===== config.mk =====
export PLATFORM = sky130hd
export DESIGN_NAME = fetch_stage
export DESIGN_NICKNAME = d
export VERILOG_FILES = /design/src/rtl/cpu_defs.sv /design/src/rtl/pc_next_sel.sv /design/src/rtl/fetch_stage.sv
export SDC_FILE = /design/constraint.sdc
export NUM_CORES = 1
export LEC_CHECK = 0
export ABC_AREA = 1
export ABC_CLOCK_PERIOD_IN_PS = 1750
export CAP_MARGIN = 20
export CORE_ASPECT_RATIO = 2
export CORE_UTILIZATION = 30
export CTS_BUF_LIST = sky130_fd_sc_hd__clkbuf_8
export DETAILED_ROUTE_END_ITERATION = 10
export MAX_ROUTING_LAYER = met4
export SLEW_MARGIN = 15
export SYNTH_ARGS = -nofsm -noshare
export SYNTH_HDL_FRONTEND = slang
export SYNTH_SLANG_ARGS = --single-unit

===== constraint.sdc =====
create_clock -name clk -period 1.75 [get_ports clk]
set_clock_uncertainty 0.05 [all_clocks]
set_input_delay 0.35 -clock clk [delete_from_list [all_inputs] [get_ports clk]]
set_output_delay 0.35 -clock clk [all_outputs]
set_load 0.02 [all_outputs]

===== src/rtl/cpu_defs.sv =====
// Shared constants for the MIPS pipeline: instruction width and fetch-stage defaults.
package cpu_defs;

   localparam int unsigned INST_W = 32;

   localparam logic [INST_W-1:0] NOP_INST   = 32'h0000_0000;
   localparam logic [INST_W-1:0] RESET_PC   = 32'h0000_0000;
   localparam logic [INST_W-1:0] EXC_VECTOR = 32'h8000_0008;

   // Redirect targets are word aligned; low address bits are discarded.
   function automatic logic [INST_W-1:0] align_word(input logic [INST_W-1:0] addr);
      return {addr[INST_W-1:2], 2'b00};
   endfunction

endpackage


===== src/rtl/pc_next_sel.sv =====
// Next-PC priority mux: reset, exception, branch, jump, stall-hold, then sequential pc+4.
module pc_next_sel #(
   parameter logic [cpu_defs::INST_W-1:0] RESET_PC   = cpu_defs::RESET_PC,
   parameter logic [cpu_defs::INST_W-1:0] EXC_VECTOR = cpu_defs::EXC_VECTOR
) (
   input  logic                        reset,
   input  logic                        exception,
   input  logic                        branch_taken,
   input  logic [cpu_defs::INST_W-1:0] branch_target,
   input  logic                        jump,
   input  logic [cpu_defs::INST_W-1:0] jump_target,
   input  logic                        stall,
   input  logic [cpu_defs::INST_W-1:0] pc,
   output logic [cpu_defs::INST_W-1:0] pc_plus4,
   output logic [cpu_defs::INST_W-1:0] next_pc,
   output logic                        redirect
);
   import cpu_defs::*;

   // Modulo-2^32 increment, so the top word wraps to zero.
   assign pc_plus4 = pc + 32'd4;
   assign redirect = exception | branch_taken | jump;

   always_comb begin
      next_pc = pc_plus4;
      if (reset) begin
         next_pc = RESET_PC;
      end else if (exception) begin
         next_pc = align_word(EXC_VECTOR);
      end else if (branch_taken) begin
         next_pc = align_word(branch_target);
      end else if (jump) begin
         next_pc = align_word(jump_target);
      end else if (stall) begin
         next_pc = pc;
      end
   end

endmodule


===== src/rtl/fetch_stage.sv =====
// IF stage: owns the PC, addresses the instruction ROM and loads the IF/ID register.
module fetch_stage #(
   parameter logic [cpu_defs::INST_W-1:0] RESET_PC   = cpu_defs::RESET_PC,
   parameter logic [cpu_defs::INST_W-1:0] EXC_VECTOR = cpu_defs::EXC_VECTOR,
   parameter logic [cpu_defs::INST_W-1:0] NOP_INST   = cpu_defs::NOP_INST
) (
   input  logic                        clk,
   input  logic                        reset,
   input  logic                        stall,
   input  logic                        flush,
   input  logic                        branch_taken,
   input  logic [cpu_defs::INST_W-1:0] branch_target,
   input  logic                        jump,
   input  logic [cpu_defs::INST_W-1:0] jump_target,
   input  logic                        exception,
   output logic [cpu_defs::INST_W-1:0] inst_addr,
   input  logic [cpu_defs::INST_W-1:0] inst_data,
   output logic [cpu_defs::INST_W-1:0] pc,
   output logic [cpu_defs::INST_W-1:0] id_instruction,
   output logic [cpu_defs::INST_W-1:0] id_pc_plus4,
   output logic                        id_valid
);
   import cpu_defs::*;

   logic [INST_W-1:0] pc_q, pc_d;
   logic [INST_W-1:0] id_inst_q, id_inst_d;
   logic [INST_W-1:0] id_pc4_q, id_pc4_d;
   logic              id_valid_q, id_valid_d;
   logic [INST_W-1:0] pc_plus4;
   logic              redirect;

   pc_next_sel #(
      .RESET_PC   (RESET_PC),
      .EXC_VECTOR (EXC_VECTOR)
   ) u_pc_next_sel (
      .reset         (reset),
      .exception     (exception),
      .branch_taken  (branch_taken),
      .branch_target (branch_target),
      .jump          (jump),
      .jump_target   (jump_target),
      .stall         (stall),
      .pc            (pc_q),
      .pc_plus4      (pc_plus4),
      .next_pc       (pc_d),
      .redirect      (redirect)
   );

   // No delay slots: any redirect squashes the instruction fetched this cycle.
   always_comb begin
      id_inst_d  = inst_data;
      id_pc4_d   = pc_plus4;
      id_valid_d = 1'b1;
      if (redirect || flush) begin
         id_inst_d  = NOP_INST;
         id_pc4_d   = '0;
         id_valid_d = 1'b0;
      end else if (stall) begin
         id_inst_d  = id_inst_q;
         id_pc4_d   = id_pc4_q;
         id_valid_d = id_valid_q;
      end
   end

   always_ff @(posedge clk) begin
      if (reset) begin
         pc_q       <= RESET_PC;
         id_inst_q  <= NOP_INST;
         id_pc4_q   <= '0;
         id_valid_q <= 1'b0;
      end else begin
         pc_q       <= pc_d;
         id_inst_q  <= id_inst_d;
         id_pc4_q   <= id_pc4_d;
         id_valid_q <= id_valid_d;
      end
   end

   assign inst_addr      = pc_q;
   assign pc             = pc_q;
   assign id_instruction = id_inst_q;
   assign id_pc_plus4    = id_pc4_q;
   assign id_valid       = id_valid_q;

endmodule


Word-level counts from Yosys, hierarchy flattened:

Cells that the tools add are included.

* register bits after elaboration: 97
* input bits: 103
* output and inout port bits: 129
* logic and storage cells: 19

* add/sub/neg operators: 1
* eq/ne operators: 2
* muxes and demuxes: 4
* bitwise logic cells: 2
* reductions and logical operators: 4

Operators with widths (count)
* $mux W32: 4
* $add A32 B3 Y32 const B: 1
* $ne A4 B1 Y1 const B: 1
* $reduce_or A2 Y1: 2
* $reduce_or A4 Y1: 1
* $ne A3 B1 Y1 const B: 1
* $or A1 B1 Y1: 2
* $logic_or A1 B1 Y1: 1

Depth between registers and ports, before layout:

Gate-level depths: netlist of run 1.

* depth in word-level cells: 5
* gate-level depth with buffers: 10
* gate-level depth less buffers: 10

Modules after synthesis:

A second synthesis of run 1 with hierarchy kept.

* cells, all modules: 983
* area, all modules: 5944.5 um2

Modules (own cells, without submodules)
* fetch_stage: instances 1, cells each 608, area each 4057.6 um2, sequential area each 1941.9 um2
* pc_next_sel: instances 1, cells each 375, area each 1886.8 um2, sequential area each 0.0 um2

Worst setup path before layout of run 1:

OpenSTA, ideal clock, no wires.

* path type: flip-flop to flip-flop
* from: reg pc_q[2], in the netlist inst_addr[2]
* to: reg id_pc4_q[18], in the netlist id_pc_plus4[18]
* library setup time: 0.116 ns
* data arrival time: 1.526 ns
* required time: 1.584 ns
* path slack: 0.058 ns
* stages on the path, launching flop included: 9
* path buffers: 0
* clock period less this slack: 1.692 ns
* cell sequence: dfxtp_1 > ha_1 > nand2_1 > nor2_2 > nand2_2 > o21ai_0 > nand3_1 > o211ai_1 > inv_1

* longest elaborated chain between the ends: 1

RTL lines
* start, declared: line fetch_stage.sv:25 `logic [INST_W-1:0] pc_q, pc_d;`
* start signal, assigned: line fetch_stage.sv:72 `pc_q <= pc_d;`
* $add A32 B3 Y32: line pc_next_sel.sv:21 `assign pc_plus4 = pc + 32'd4;`
* end signal, assigned: line fetch_stage.sv:74 `id_pc4_q <= id_pc4_d;`
* end, declared: line fetch_stage.sv:27 `logic [INST_W-1:0] id_pc4_q, id_pc4_d;`

No other way between the ends.
A chain may end at the register's enable or synchronous reset.

Worst setup path in the final report of run 1:

* from: reg pc_q[12], in the netlist inst_addr[12]
* to: out inst_addr[12] (netlist bit)

RTL lines
* end, declared: line fetch_stage.sv:16 `output logic [cpu_defs::INST_W-1:0] inst_addr,`

No word-level cell between the ends.

==> results of run 1 <==
-- state kept, by name, summed over array words and instances, names as in the netlist --
register        count
id_instruction     32
inst_addr          30
id_valid            1
id_pc_plus4        30
-- through the flow --
| stage | hold WS (ns) | cell area [µm²] | power [µW] | TNS [ns] |
|---|---|---|---|---|
| floorplan | 0.369 | 5040 | 2750 | 0 |
| global placement | 0.400 | 7540 | 3290 | -0.0616 |
| detailed placement | 0.402 | 7540 | 3290 | -0.213 |
| CTS | 0.413 | 7610 | 4750 | 0 |
| global route | 0.428 | 7710 | 4920 | -0.0510 |
| finish | 0.412 | 7710 | 4700 | 0 |
-- layout by cell type (no fill, tap or decap), types with 3 or more instances in the layout --
| cell type | n |
|---|---|
| nand2_1 | 173 |
| dlygate4sd2_1 | 118 |
| nor2_1 | 107 |
| clkdlybuf4s50_1 | 96 |
| a21oi_1 | 87 |
| dfxtp_1 | 75 |
| inv_1 | 60 |
| nand3_1 | 52 |
| buf_4 | 44 |
| o21ai_0 | 43 |
| o211ai_1 | 22 |
| dfxtp_2 | 17 |
| nor2_2 | 10 |
| clkbuf_8 | 10 |
| o21ai_1 | 8 |
| buf_12 | 8 |
| conb_1 | 6 |
| nand2_2 | 5 |
| nor2_4 | 5 |
| xor2_1 | 5 |
| inv_2 | 4 |
| nand3b_1 | 4 |
| dlymetal6s2s_1 | 4 |
| nand3_2 | 3 |
-- power by group through the flow --
stage                     registers [µW]  logic, µW  clock network (µW)
after floorplan                     2320        432                   0
after global placement              2270       1010                   0
after detailed placement            2270       1020                   0
after CTS                           2230        963                1560
after global routing                2240       1040                1640
final                               2230        961                1510
-- worst register-to-register path: cells and delay by family (launching register included) --
| kind | cells | cell delay [ns] |
|---|---|---|
| flops | 1 | 0.36 |
| simple gates | 4 | 0.58 |
| compound gates | 2 | 0.34 |
| fa+ha+maj | 1 | 0.16 |
| buf+inv | 1 | 0.06 |
-- kinds of logic after synthesis --
family | Yosys count | synth area share [%]
AOI/OAI and AO/OA | 166 | 17.9
and+or+nand+nor | 364 | 30.1
xor gates and xnor gates | 7 | 1.22
DFF | 93 | 37.1
other | 1 | 0.0747
buffers and inverters | 139 | 13.4
adders and majority gates | 1 | 0.249
-- final timing paths --
path                                         from           endpoint  cells after the start
worst max-delay path                inst_addr[12]      inst_addr[12]                      2
worst min-delay path            id_instruction[2]  id_instruction[2]                      2
worst max register to register       inst_addr[3]    id_pc_plus4[16]                      8
worst min register to register  id_instruction[2]  id_instruction[2]                      2
-- layer usage --
metal	track usage (%)	share of wire [%]	up-vias
li1	-	-	2873
met1	21.8	35	2530
met2	44.8	57	189
met3	3.53	3.9	34
met4	12.2	4.1	0
met5	-	0	-
-- layout make-up --
cell class	count	area, µm²
clock buffers	10	138
clock inverters	6	62.6
fillers	1731	8640
inverters	62	233
multi-input cells	544	2570
flip-flops and latches	93	1890
well taps	204	255
repair buffers	274	2570
-- timing repair --
item	in CTS	in global routing
setup endpoints to repair	125	30
gates resized for setup	131	32
pin swaps	2	3
buffers inserted	0	2
==> qor.yml, run 1 <==
status: "completed"
setup_viol: 0
crit_arrival_ns: 1.31
cts.sinks: 93
die_h_um: 185
slowest_stage: "dfxtp_1"
fin_util_pct: 47.2
holdBufCountCts: 0
finalWeightedCongestion: 0.911
port_buffers: 221
comb_power_share_pct: 20.4
cap_violations: 0
ir_drop_mv: 0.465
dr.first_iter.drc_count: 230
path_clk_slew_ns: 0.09
final_cell_count_no_fill: 1193
dp.cells: 1175
yosysMostFrequentCell: "nand2_1"
synth_area_leaders: "dfxtp_1 37%, nand2_1 13%, a21oi_1 8.8%"
core_um2: 16400
cts-htree-levels: 3
dpl.hpwl_mm: 15.0
synth_cell_types: 30
clockBufferDepth: 2
leakage_uw: 0.00373
synth.avg_cell_area_um2: 6.51
synth_enable_flop_cells: 0
num_rows: 66
rsz0062_at_grt: "true"
io_pins: 232
synth_top_area_share_pct: 37.1
fin_nets: 1088
worst-path-buf-inv: 2
numCtsBuffers: 9
crit_chain: "buf_4 -> dlygate4sd2_1"
grt_pass1_wl_mm: 29.0
fin_crit_sh_pct: 97.7
critical_path_class: "reg2out"
p_seq_share_pct: 47.4
synthFlopType: "dfxtp_1"
switching_share_pct: 29.4
min_period_ns: 1.71
cts_tree: "done"
synth-async-reset-ratio_pct: 0
hold_violations: 0
antenna_found_initial: 0
cp.required_ns: 1.35
p_int_uw: 3320
drive_gt1_share_pct: 11.9
syn-instance-count: 771
power_density_nw_per_um2: 610
drc_errors: 0
start_kind: "flip-flop"
drt_wl_total_mm: 19.3
antenna_cells: 0
synth_seq_area_share_pct: 37.1
place_ws_ns: -0.0520
wl_per_cell_um: 16.2
finalMaxSlewViolations: 0
clkPwrFrac_pct: 32.2
max_freq_ghz: 0.585
via_count: 5626
cts_root_buf: "clkbuf_8"
first_pass_iters: 4
drtAntennaViolNets: 0
syn2layout_area_growth_pct: 53.6
fin_ws_ns: 0.0410
die-width_um: 93.5
ys_seq_elements: 93
crit_family: "buffers and inverters"
cp_slowest_stage_delay_ns: 0.42
grt_use_total_pct: 23.4
yosysWarnings: 0
die-area_um2: 17300
rrSetupSlack_ns: 0.10
cp_max_fo: 5
start_util_pct: 30.7
synth_common_cells: "175 x nand2_1, 112 x nor2_1, 93 x dfxtp_1"
synth_top_cell_by_area: "dfxtp_1"
switching_power_uw: 1380
worstHoldPathType: "reg2reg"
clock_latency_ns: 0.39
grt_start_max_net_pins: 58
netlist_area_um2: 5020
overflow: 0
cp-end-kind: "output port"
grt_pass1_vias: 5446
viasPerCell: 4.72
(Power assumes the default switching activity.)
==> run 2, diff against run 1 <==
--- a/config.mk
+++ b/config.mk
@@ -6,5 +6,4 @@
 export NUM_CORES = 1
 export LEC_CHECK = 0
-export ABC_AREA = 1
 export ABC_CLOCK_PERIOD_IN_PS = 1750
 export CAP_MARGIN = 20
==> constraint.sdc (replaced) <==
create_clock -name clk -period 1.75 [get_ports clk]
set_clock_uncertainty 0.05 [all_clocks]
set_input_delay 0.175 -clock clk [delete_from_list [all_inputs] [get_ports clk]]
set_output_delay 0.175 -clock clk [all_outputs]
set_load 0.02 [all_outputs]
==> run 2 against run 1 <==
Count of clock-buffer cells in the layout is 1 higher. Clock power is 4% higher. Combinational power is 11% higher. Sequential share of layout area is 1.2 points lower. Maximum frequency is 0.17% higher. Worst hold slack worse by 0.11 ns. Largest power group unchanged. Highest routed layer unchanged.
==> qor.yml, run 2 <==
grt_pass1_wl_mm: 29.3  # +0.81%
synth.avg_cell_area_um2: 8.43  # +29%
path_clk_slew_ns: 0.11  # +0.02 ns
critPathLaunch: "inst_addr[7]"
synth_enable_flop_cells: 0  # unchanged
rsz0062_at_grt: "true"
drtAntennaViolNets: 0  # unchanged
min_period_ns: 1.71  # -0.00289 ns
io_pins: 232  # unchanged
global_route.peak_usage_layer: "met2"
antenna_cells: 0  # unchanged
num_rows: 65  # -1.5%
reg2reg_to: "inst_addr[27]"
leakage_uw: 0.00362  # -3.1%
yosysMostFrequentCell: "dfxtp_1"
grtUsageMet1_pct: 23.1  # +1.3 points
tns_ns: 0  # unchanged
clock_latency_ns: 0.37  # -0.02 ns
cp.required_ns: 1.97  # +0.62 ns
holdPathStages: 3  # +1
holdBufCountCts: 0  # unchanged
synth_top_cell_by_area: "dfxtp_1"
numCtsBuffers: 9  # unchanged
fin_util_pct: 51.2  # +4.0 points
final_cell_count_no_fill: 1042  # -13%
cts-htree-levels: 3  # unchanged
first_pass_iters: 4  # unchanged
worstHoldPathType: "in2reg"
finalWeightedCongestion: 0.914  # +0.27%
cp-end-kind: "flip-flop"
cts_root_buf: "clkbuf_8"
hold_violations: 0  # unchanged
wl_per_cell_um: 18.2  # +13%
yosysWarnings: 0  # unchanged
fin_nets: 940  # -14%
die-area_um2: 16900  # -2.6%
port_buffers: 221  # unchanged
fin_crit_sh_pct: 97.5  # -0.17 points
ir_drop_mv: 0.337  # -27%
final_common_cell: "clkdlybuf4s50_1"
grt_start_max_net_pins: 38  # -34%
reg2regPathDepth: 6  # -2
cap_violations: 0  # unchanged
viasPerCell: 4.97  # +5.3%
via_count: 5174  # -8.0%
synth_seq_area_share_pct: 38.1  # +0.99 points
finalMaxSlewViolations: 0  # unchanged
synth_common_cells: "93 x dfxtp_1, 68 x nor2_1, 46 x a21oi_1"
start_util_pct: 30.8  # +0.13 points
place_ws_ns: -0.215  # -0.163 ns
grt_pass1_vias: 5535  # +1.6%
dp.cells: 1024  # -13%
cts_tree: "done"
overflow: 0  # unchanged
setup_viol: 0  # unchanged
syn-instance-count: 580  # -25%
ys_seq_elements: 93  # unchanged
power_density_nw_per_um2: 596  # -2.2%
endpoint: "inst_addr[27]"
cts.sinks: 93  # unchanged
drt_wl_total_mm: 19.0  # -1.5%
grt_use_met3_pct: 2.42  # -1.1 points
critical_path_class: "reg2reg"
dr.first_iter.drc_count: 193  # -16%
synth_area_leaders: "dfxtp_1 38%, mux2i_1 8.6%, buf_4 5.5%"
drc_errors: 0  # unchanged
timing.rr.start: "inst_addr[7]"
dpl.hpwl_mm: 15.1  # +0.53%
cp_max_fo: 4  # -1
synthFlopType: "dfxtp_1"
rrSetupSlack_ns: 0.04  # -0.06 ns
grt_use_total_pct: 23.3  # -0.039 points
die-width_um: 92.3  # -1.3%
synth_top_area_share_pct: 38.1  # +0.99 points
die_h_um: 183  # -1.3%
largest_register_ffs: 32  # unchanged
use_met2_pct: 44.4  # -0.44 points
syn2layout_area_growth_pct: 65.9
clockBufferDepth: 2  # unchanged
antenna_found_initial: 0  # unchanged
synth_cell_types: 57  # +90%
synth-async-reset-ratio_pct: 0  # unchanged
max_freq_ghz: 0.586  # +0.17%
drive_gt1_share_pct: 18.9  # +7.0 points
core_um2: 15900  # -3.0%
crit_arrival_ns: 1.93  # +0.62 ns
status: "completed"
final_cell_mix: "180 x clkdlybuf4s50_1, 90 x buf_4, 75 x dfxtp_1"
fin_ws_ns: 0.0439  # +0.00289 ns
netlist_area_um2: 4890  # -2.6%
start_kind: "flip-flop"
==> run 2: cell count changes in the layout (fill, tap and decap cells not counted), sizes merged, moves of 18 or more <==
cell           change
xnor2             +18
nand3             -38
dlymetal6s2s      +25
inv               -56
a21oi             -42
buf               +45
nor2              -53
clkdlybuf4s50     +84
o211ai            -19
mux2i             +42
dlygate4sd2      -107
nand2            -145
==> run 2: timing repair <==
action / 4_1_cts / 5_1_grt
pin swaps: 3 / 5
gates resized for setup: 19 / 50
gates cloned: 0 / 0
endpoints found under the setup margin: 17 / 46
buffers inserted: 1 / 1
==> run 2: worst min path at each step <==
stage                     startpoint             end  slack [ns]
floorplan                      reset    inst_addr[3]        0.19
global placement            id_valid        id_valid        0.40
detailed placement    id_pc_plus4[3]  id_pc_plus4[3]        0.41
CTS                 branch_target[6]    inst_addr[6]        0.29
global route        branch_target[6]    inst_addr[6]        0.30
finish              branch_target[6]    inst_addr[6]        0.30
==> run 2: cell type report <==
cell class | count | area, µm²
Clock buffer | 11 | 151
Clock inverter | 5 | 65.1
Fill cell | 1537 | 7740
Inverter | 7 | 26.3
Multi-Input combinational cell | 405 | 2640
Sequential cell | 93 | 1890
Tap cell | 201 | 251
Timing Repair Buffer | 320 | 3090
==> run 2: kinds of logic (layout without fill, tap and decap cells) <==
group | Yosys count | in the layout | share of synthesized area [%]
AOI/OAI and AO/OA | 138 | 138 | 17.0
xor gates and xnor gates | 33 | 33 | 5.91
adders and majority gates | 1 | 1 | 0.256
buffers and inverters | 87 | 343 | 9.85
DFF | 93 | 93 | 38.1
muxes | 42 | 42 | 8.59
other | 1 | 6 | 0.0767
and+or+nand+nor | 185 | 185 | 20.2
==> run 2: stage by stage <==
stage | instance area [µm²] | power [µW] | hold WS (ns)
after floorplan | 4930 | 2750 | 0.187
after global placement | 7720 | 3310 | 0.402
after detailed placement | 7720 | 3320 | 0.410
after CTS | 7960 | 4900 | 0.289
after global routing | 8120 | 5070 | 0.304
final | 8120 | 4840 | 0.304
==> run 2: where the power goes <==
group	internal (µW)	total, µW	switching (µW)
Clock	755	1570	820
Sequential	2160	2200	37.8
Combinational	557	1070	509
==> run 2: per-layer routing <==
metal  vias up  share of wire, %
met2       183                57
met4         0               3.5
met3        33               3.7
li1       2516                 -
met1      2442                36
met5         -                 0
==> run 2: critical path, cell delays in order (launching register included) <==
cell	delay, ns
dfxtp_2	0.37
and4_4	0.24
buf_12	0.12
nand4_4	0.11
nor4_4	0.40
mux2i_1	0.24
nor3_1	0.07
==> run 3, diff against run 2 <==
Settings changed: PLACE_DENSITY set to 0.66.
==> run 3 against run 2 <==
Clock power decreased by 9%. Maximum frequency decreased by 0.30%. Register-to-register slack barely moved. Count of clock-buffer cells in the layout fell by 1. Die area stayed put. Cell count shrank 0.96%. Critical endpoint is now pc[27]. Power shrank 3.8%. Global-route usage is 1.3 points lower.
==> qor.yml, run 3 (synthesized netlist as in run 2, its figures left out) <==
status: "completed"
dr.first_iter.drc_count: 233  # +21%
final_cell_count_no_fill: 1032  # -0.96%
largest_register_ffs: 32  # unchanged
finalMaxSlewViolations: 0  # unchanged
leakage_uw: 0.00341  # -5.8%
rsz0062_at_grt: "true"
antenna_cells: 0  # unchanged
min_period_ns: 1.71  # +0.00512 ns
cts.sinks: 93  # unchanged
die-area_um2: 16900  # unchanged
start_util_pct: 30.8  # unchanged
syn2layout_area_growth_pct: 62.1
first_pass_iters: 5  # +1
setup_viol: 0  # unchanged
ir_drop_mv: 0.388  # +15%
numCtsBuffers: 9  # unchanged
cp.required_ns: 1.52  # -0.45 ns
nFillCells: 1549  # +0.78%
finalWeightedCongestion: 0.892  # -2.4%
grt_pass1_wl_mm: 27.5  # -5.9%
cts_tree: "done"
dp.cells: 1012  # -1.2%
hold_violations: 0  # unchanged
finalInstanceArea_um2: 7930  # -2.3%
crit_arrival_ns: 1.49  # -0.44 ns
drive_gt1_share_pct: 17.3  # -1.6 points
io_pins: 232  # unchanged
fin_util_pct: 50.0  # -1.2 points
port_buffers: 221  # unchanged
cts_root_buf: "clkbuf_8"
placed_area_um2: 7610  # -1.5%
critical_path_class: "reg2out"
final_cell_mix: "183 x clkdlybuf4s50_1, 83 x buf_4, 76 x dfxtp_1"
cp_max_fo: 8  # +4
final_common_cell: "clkdlybuf4s50_1"
grt_use_total_pct: 22.0  # -1.3 points
cap_violations: 0  # unchanged
num_rows: 65  # unchanged
p_total_uw: 4660  # -3.8%
overflow: 0  # unchanged
grt_start_max_net_pins: 41  # +7.9%
core_um2: 15900  # unchanged
maxUsedRoutingLayer: "met4"
dpl.hpwl_mm: 14.1  # -6.5%
drt_wl_total_mm: 17.9  # -5.8%
grt_pass1_vias: 5279  # -4.6%
path_clk_slew_ns: 0.10  # about the same
wl_per_cell_um: 17.3  # -4.9%
drtAntennaViolNets: 0  # unchanged
clock_latency_ns: 0.37  # about the same
die-width_um: 92.3  # unchanged
viasPerCell: 5.00  # +0.70%
wl_met1_mm: 6.63  # -2.7%
die_h_um: 183  # unchanged
register_area_um2: 1890  # -0.33%
antenna_found_initial: 0  # unchanged
power_density_nw_per_um2: 587  # -1.5%
worstHoldPathType: "in2reg"
rrSetupSlack_ns: 0.05  # about the same
multiInputGateArea_um2: 2610  # -1.1%
drc_errors: 0  # unchanged
clockBufferDepth: 2  # unchanged
fin_crit_sh_pct: 97.8  # +0.29 points
wl_met3_um: 834  # +19%
wl_met2_mm: 9.45  # -13%
fin_nets: 930  # -1.1%
holdBufCountCts: 0  # unchanged
start_kind: "flip-flop"
whs_ns: 0.229  # -0.0756 ns
max_freq_ghz: 0.584  # -0.30%
via_count: 5160  # -0.27%
cts-htree-levels: 3  # unchanged
cp-end-kind: "output port"
run 3: changes by cell type in the layout (fill, tap and decap cells not counted), moves of 2 or more:
cell,change
dlymetal6s2s_1,-8
buf_6,-2
a2111oi_2,-2
dfxtp_4,-2
inv_6,+2
dlygate4sd2_1,+5
clkdlybuf4s50_1,+3
buf_4,-7
run 3: what timing repair did:
item / CTS / global route
setup endpoints to repair: 27 / 42
gates resized for setup: 21 / 36
cloned: 0 / 0
buffers inserted: 0 / 4
pin swaps: 0 / 12
run 3: metal layers:
metal / vias up / global-route usage [%]
li1: 2501 / -
met1: 2387 / 22.9
met2: 217 / 39.0
met3: 55 / 2.71
met4: 0 / 13.5
met5: - / -
run 3: final timing paths:
kind / from / end / cells after the start
worst max register to register: inst_addr[2] / inst_addr[12] / 6
worst max-delay path: inst_addr[27] / pc[27] / 2
worst min register to register: id_valid / id_valid / 1
worst min-delay path: stall / id_pc_plus4[31] / 3
run 3: area by class of cell:
type                    count  area share (%)
clock buffers              10            1.74
repair buffers            310            37.4
well taps                 201            3.17
flip-flops and latches     93            23.8
multi-input cells         405            33.0
clock inverters             6           0.647
inverters                   7           0.331
run 3: through the flow:
| step | worst slack [ns] | setup TNS (ns) |
|---|---|---|
| 2_1_floorplan | -0.0139 | -0.0139 |
| 3_3_place_gp | -0.245 | -4.59 |
| 4_1_cts | 0.000875 | 0 |
| 6_report | 0.0388 | 0 |
| 3_5_place_dp | -0.310 | -7.27 |
| 5_1_grt | -0.0265 | -0.0791 |
run 3: power by group:
group	leakage, µW	switching (µW)	internal [µW]
logic	0.00255	492	535
clock network	0.0000943	852	580
registers	0.000761	35.2	2160
total	0.00341	1380	3280
run 3: worst max-delay path: stages, from the launching register on:
cell	delay (ns)
dfxtp_1	0.35
buf_4	0.16
clkdlybuf4s50_1	0.61
